==> src/rtl/freq_div_multi.sv <==
// Multi-channel 50% duty clock divider with per-channel runtime-loadable half-period.
// Optional FREQ_DIV_SYNC_EN macro adds a 'sync' input that restarts every channel at once.
module freq_div_multi #(
  parameter int NUM_CH  = 3,
  parameter int CNT_W   = 32,
  parameter int DIV_RST = 2
) (
  input  logic              clock,
  input  logic              reset,
  input  logic [NUM_CH-1:0] en,
  input  logic              load,
  input  logic [3:0]        load_ch,
  input  logic [CNT_W-1:0]  load_val,
`ifdef FREQ_DIV_SYNC_EN
  input  logic              sync,
`endif
  output logic [NUM_CH-1:0] clk_out,
  output logic [NUM_CH-1:0] tick
);

  logic w_syncRestart;

`ifdef FREQ_DIV_SYNC_EN
  assign w_syncRestart = sync;
`else
  assign w_syncRestart = 1'b0;
`endif

  for (genvar g = 0; g < NUM_CH; g++) begin : gCh
    logic [CNT_W-1:0] r_div;
    logic [CNT_W-1:0] r_cnt;
    logic             r_clk;
    logic             r_tick;
    logic             w_loadHit;
    logic             w_restart;
    logic             w_wrap;
    logic [CNT_W-1:0] w_lastCnt;

    // An out-of-range load_ch never matches any channel index, so it is ignored.
    assign w_loadHit = load && (int'(load_ch) == g);
    assign w_restart = w_loadHit || w_syncRestart;
    assign w_lastCnt = (r_div == '0) ? '0 : r_div - CNT_W'(1);
    assign w_wrap    = en[g] && (r_cnt == w_lastCnt);

    // Restart has priority over a coinciding wrap, so a load on the wrap cycle never ticks.
    always_ff @(posedge clock or posedge reset) begin
      if (reset) begin
        r_div  <= CNT_W'(DIV_RST);
        r_cnt  <= '0;
        r_clk  <= 1'b0;
        r_tick <= 1'b0;
      end else begin
        if (w_loadHit) begin
          r_div <= load_val;
        end
        if (w_restart) begin
          r_cnt  <= '0;
          r_clk  <= 1'b0;
          r_tick <= 1'b0;
        end else if (w_wrap) begin
          r_cnt  <= '0;
          r_clk  <= ~r_clk;
          r_tick <= ~r_clk;
        end else begin
          if (en[g]) begin
            r_cnt <= r_cnt + CNT_W'(1);
          end
          r_tick <= 1'b0;
        end
      end
    end

    assign clk_out[g] = r_clk;
    assign tick[g]    = r_tick;
  end

endmodule

==> config.mk <==
export PLATFORM = sky130hd
export DESIGN_NAME = freq_div_multi
export DESIGN_NICKNAME = d
export VERILOG_FILES = /design/src/rtl/freq_div_multi.sv
export SDC_FILE = /design/constraint.sdc
export NUM_CORES = 1
export LEC_CHECK = 0
export BUFFER_PORTS_ARGS = -buffer_cell sky130_fd_sc_hd__buf_2
export CORE_AREA = 2 2 206 208
export CTS_CLUSTER_SIZE = 16
export DETAILED_ROUTE_END_ITERATION = 8
export DIE_AREA = 0 0 208 210
export HOLD_SLACK_MARGIN = 0.08
export MAX_ROUTING_LAYER = met4
export PLACE_DENSITY = 0.44
export SLEW_MARGIN = 20
export SYNTH_ARGS = -nofsm -noshare
export SYNTH_HDL_FRONTEND = slang
export SYNTH_SLANG_ARGS = --single-unit
==> constraint.sdc <==
create_clock -name clock -period 6.35 [get_ports clock]
set_input_delay 0.3175 -clock clock [delete_from_list [all_inputs] [get_ports clock]]
set_output_delay 0.3175 -clock clock [all_outputs]
set_load 0.02 [all_outputs]
* Word level (Yosys, flattened, before mapping)
Index checks and enable logic that the tools add are counted.
** Cells by class
- Reduce and logical (&&, ||, !) cells :: 16
- Bitwise operators :: 3
- Muxes and demuxes :: 24
- Equality and inequality tests :: 5
- $add $sub $neg :: 6
** Operators by type and width (number)
- $mux 32 :: 12
- $add 32x1->32 const B :: 3
- $eq 32x32->1 :: 3
- $logic_not 32->1 :: 3
- $sub 32x1->32 const B :: 3
- $mux 1 :: 12
- $reduce_bool 3->1 :: 3
- $logic_and 1x1->1 :: 6
- $reduce_bool 2->1 :: 3
- $eq 4x2->1 const B :: 1
- $eq 4x3->1 const B :: 1
- $logic_not 4->1 :: 1
- $not 1->1 :: 3
** Word-level totals
- Register bits after elaboration :: 198
- Output and inout port bits :: 6
- Input port bits :: 42
- Logic and storage cells :: 66

* Longest topological paths before layout
- Depth in word-level cells :: 6
- Depth in mapped cells :: 15
- Depth with buffers taken out :: 12

* Least setup slack after synthesis
OpenSTA, ideal clock, no wires.
- Path kind :: reg2reg
- Start point :: register gCh[2].r_div[2]
- End point :: register gCh[2].r_cnt[10]
- Arrival :: 3.509 ns
- Slack :: 2.720 ns
- Stages on the path, launching flop included :: 14
- Clock period less this slack :: 3.630 ns
- Cells stage by stage :: dfrtp_1 > clkbuf_1 > or4_1 > or4_1 > clkbuf_1 > nor4_1 > xor2_1 > mux2_2 > nor4_1 > nand4bb_1 > nor4_2 > or2_1 > buf_2 > nor2_1
** Between the ends
- Cells in the longest elaborated chain, start to end :: 6
- Elaborated cells between the ends (all ways) :: 8
** RTL lines
- from (decl) :: line 30 : logic [CNT_W-1:0] r_div;
- from (signal assigned) :: line 48 : r_div <= CNT_W'(DIV_RST);
- from (signal assigned) :: line 54 : r_div <= load_val;
- $sub 32x1->32 / $logic_not 32->1 (equally long branches) :: line 42 : assign w_lastCnt = (r_div == '0) ? '0 : r_div - CNT_W'(1);
- $mux 32 (*) :: line 42
- $eq 32x32->1 (*) :: line 43 : assign w_wrap = en[g] && (r_cnt == w_lastCnt);
- $logic_and 1x1->1 (*) :: line 43
- $mux 32 :: line 60 : end else if (w_wrap) begin
- $mux 32 :: line 56 : if (w_restart) begin
- to (signal assigned) :: line 66 : r_cnt <= r_cnt + CNT_W'(1);
- to (decl) :: line 31 : logic [CNT_W-1:0] r_cnt;
Every way passes the cells marked *; elsewhere a longest branch is shown, timed or not.
A chain may end at the register's enable or synchronous reset.

* Worst setup path in the final report
- Start point :: register gCh[2].r_div[6]
- End point :: register gCh[2].r_cnt[29]
The elaborated chain is that of the path after synthesis.

==> summary.txt <==
Place
  • Number of port buffers: 47
  • DP Wirelength: 29200 microns
  • Placed instance area: 13300 sq um
  • RePlAce Congestion: 0.891

Clocking
  • Number of CTS-inserted buffers: 17
  • Worst-path clk slew: 80 ps
  • Deepest clock path buffer count: 2
  • Post-CTS Resized: 0
  • # H-tree levels: 4
  • CTS tree: done
  • Later-pin clock latency in the skew report: 500 ps
  • CTS root buf: clkbuf_16
  • Clock Sinks: 198

Die
  • Num rows: 75
  • Chip Width: 208 microns
  • Die ar.: 43700 sq um
  • Core ar.: 41500 sq um
  • Io pins: 48
  • Initial Util: 30.7%
  • Die Height: 210 microns

Setup path
  • Crit. End Element: flip-flop
  • CP Data Required Time: 6710 ps
  • CP Class: flip-flop to flip-flop
  • Worst reg-to-reg setup slack: 1820 ps
  • Startpoint types: flip-flop
  • Crit-path max FO: 30
  • Worst EP arrival: 4890 ps

Power
  • Sequential share of power: 44.9%
  • PD cells: 284 nW/um^2
  • Comb pwr share: 25.6%
  • Internal power: 2.54 mW
  • Max VDD drop: 204 uV
  • Sw Pwr: 1.48 mW
  • Sw Share: 36.8%
  • LEAKAGE: 5.62 nW
  • Clk pwr share: 29.5%

STA
  • Hold Vio Cnt, Final: 0
  • Final setup viols: 0
  • Final Cycle Share: 71.4%
  • RSZ-0062 raised after global routing: false
  • Worst-case clock skew: 20.4 ps
  • Setup TNS: 0 ps
  • F_max: 221 MHz
  • Max transition margin: 38.1%
  • Final worst path period need: 4530 ps
  • Worst Max-Slew Pin Slew: 916 ps
  • Fin. max-slew vios: 0

Run status
  • Status: finished clean

Synth
  • Post-synthesis register bit count: 198
  • Sequential area share after synthesis: 39.0%
  • Syn nets: 1505
  • Post-synth EDFFs: 0
  • Post-synthesis async set-or-reset flop share: 100%
  • Post-synthesis average cell area: 8.73 sq um
  • YS warnings: 0
  • Post-synth cell types: 84
  • Post-synth top flop: dfrtp_1
  • Post-Syn Instances: 1457
  • Mapped Area: 12700 sq um

Final layout
  • FILL cells: 4340
  • Commonest non-fill, non-tap cells in the layout: dfrtp_1, nor2_1, nand2_1
  • P&R area growth vs syn: 11.2%
  • Share of cells above drive strength 1: 12.2%
  • Layout Nets: 1513
  • Finished Cell Area: 14100 sq um
  • Ant. Diodes: 0
  • Most common cell after layout, fill and taps aside: dfrtp_1

Detailed routing
  • Total wire length: 39200 microns
  • DR iter-0 viols: 760
  • Vias per cell: 5.34
  • DRT Pass-1 Iters: 7
  • Vias: 10800
  • Post-route ant nets: 0
  • WL per Instance: 19.4 microns
  • DRC: 0

GRT
  • GRT overflow: 0
  • Vias in the first global route: 10400
  • First-pass GRT wire length: 63000 microns
  • Largest net degree at the start of global routing: 108
  • Total track usage: 19.2%
  • Initial antenna violation count: 0

Min path
  • Hold/Removal Path Class: input port to flip-flop

Flow run
  • Max-Cap Viols: 0
sequential cells by signal, summed over array words and instances (netlist names):
signal      cells
gCh.r_clk       3
gCh.r_cnt      96
gCh.r_div      96
gCh.r_tick      3
cells in the mapped netlist, drive strengths merged, types with 6 or more instances:
master	n	share of area [%]
mux2	62	5.5
or2	10	0.49
nand2b	10	0.51
nor2	186	5.5
a21oi	32	1.3
xor2	85	5.9
nor2b	7	0.34
nand3	56	2.2
and4b	6	0.47
o31ai	11	0.65
o21ai	50	2.0
and3	10	0.49
xnor2	99	6.8
and2	7	0.34
nor3	64	2.6
clkbuf	57	1.7
dfrtp	195	38
mux2i	12	0.94
buf	29	1.3
or4	23	1.4
nor3b	9	0.53
nor4	51	2.7
nand2	164	4.8
o211ai	7	0.41
nand4	46	2.3
or3	30	1.5
ha	6	0.59
o2111ai	6	0.41
inv	30	0.89
layout make-up:
class,count,area [sq um],share of cell area [%]
multi-input combinational,1143,7280,51.5
sequential,198,4960,35.0
tap,539,674,4.77
timing repair buffer,75,495,3.50
clock buffer,18,439,3.10
clock inverter,14,178,1.26
inverter,30,120,0.849
stage by stage:
step                      hold WS, ps  power [mW]  setup WS [ps]  cells  util (%)
after floorplan                   423        2.50            640   1457         -
after global placement            486        2.83           1660   1965      32.1
after detailed placement          480        2.84           1490   1965      32.1
final                             118        4.01           1820   2017      34.1
after CTS                        80.9        4.05           1490   2017      34.1
after global routing              106        4.27           1320   2017      34.1
metal layers:
layer	share of wire, %	GRT usage, %	up-vias	routed length (microns)
met4	2.4	7.12	0	939
li1	-	-	5196	-
met5	0	-	-	0
met3	3.4	2.79	56	1330
met2	45	28.6	205	17600
met1	49	26.4	5311	19300
worst paths after layout:
kind                                              from                            to  cells after the start
min in group asynchronous                        reset   gCh[2].r_cnt[9]$_DFFE_PP0P_                      3
max in group asynchronous                        reset  gCh[1].r_cnt[31]$_DFFE_PP0P_                      4
setup reg to reg           gCh[2].r_div[6]$_DFFE_PP0P_  gCh[2].r_cnt[29]$_DFFE_PP0P_                     10
hold / removal                             load_val[4]   gCh[1].r_div[4]$_DFFE_PP0P_                      3
hold reg to reg               gCh[1].r_clk$_DFFE_PP0P_       gCh[1].r_tick$_DFF_PP0_                      1
setup / recovery           gCh[2].r_div[6]$_DFFE_PP0P_  gCh[2].r_cnt[29]$_DFFE_PP0P_                     10
what timing repair did:
| item | 4_1_cts | 5_1_grt |
|---|---|---|
| endpoints found under the hold margin | 123 | 0 |
| setup buffers | 0 | 0 |
| hold buffers | 20 | 0 |
logic make-up (layout without fill, tap and decap cells):
group,count (synthesis),count (layout),synth area share [%]
AOI/OAI and AO/OA,173,173,9.19
xor gates and xnor gates,186,186,13.0
adders and majority gates,6,6,0.590
buffers and inverters,116,137,3.89
DFF,198,198,39.0
muxes,74,74,6.43
and+or+nand+nor,704,704,27.9
critical path: stages, from the launching register on:
cell and delay, ps:
dfrtp_1 450, nor4_1 770, nand4_1 480, nor3_2 770, nor2_1 70, mux2_2 290
nor4_1 180, nand4bb_1 150, nor4_2 480, or2_2 610, nor2_1 120
power groups by stage:
| stage | sequential (mW) | clock, mW | combinational [mW] |
|---|---|---|---|
| global route | 1.85 | 1.27 | 1.15 |
| floorplan | 1.64 | 0 | 0.862 |
| CTS | 1.80 | 1.22 | 1.03 |
| detailed placement | 1.82 | 0 | 1.01 |
| finish | 1.80 | 1.18 | 1.03 |
| global placement | 1.82 | 0 | 1.01 |
Note: power is estimated with default switching activity, not from simulation.
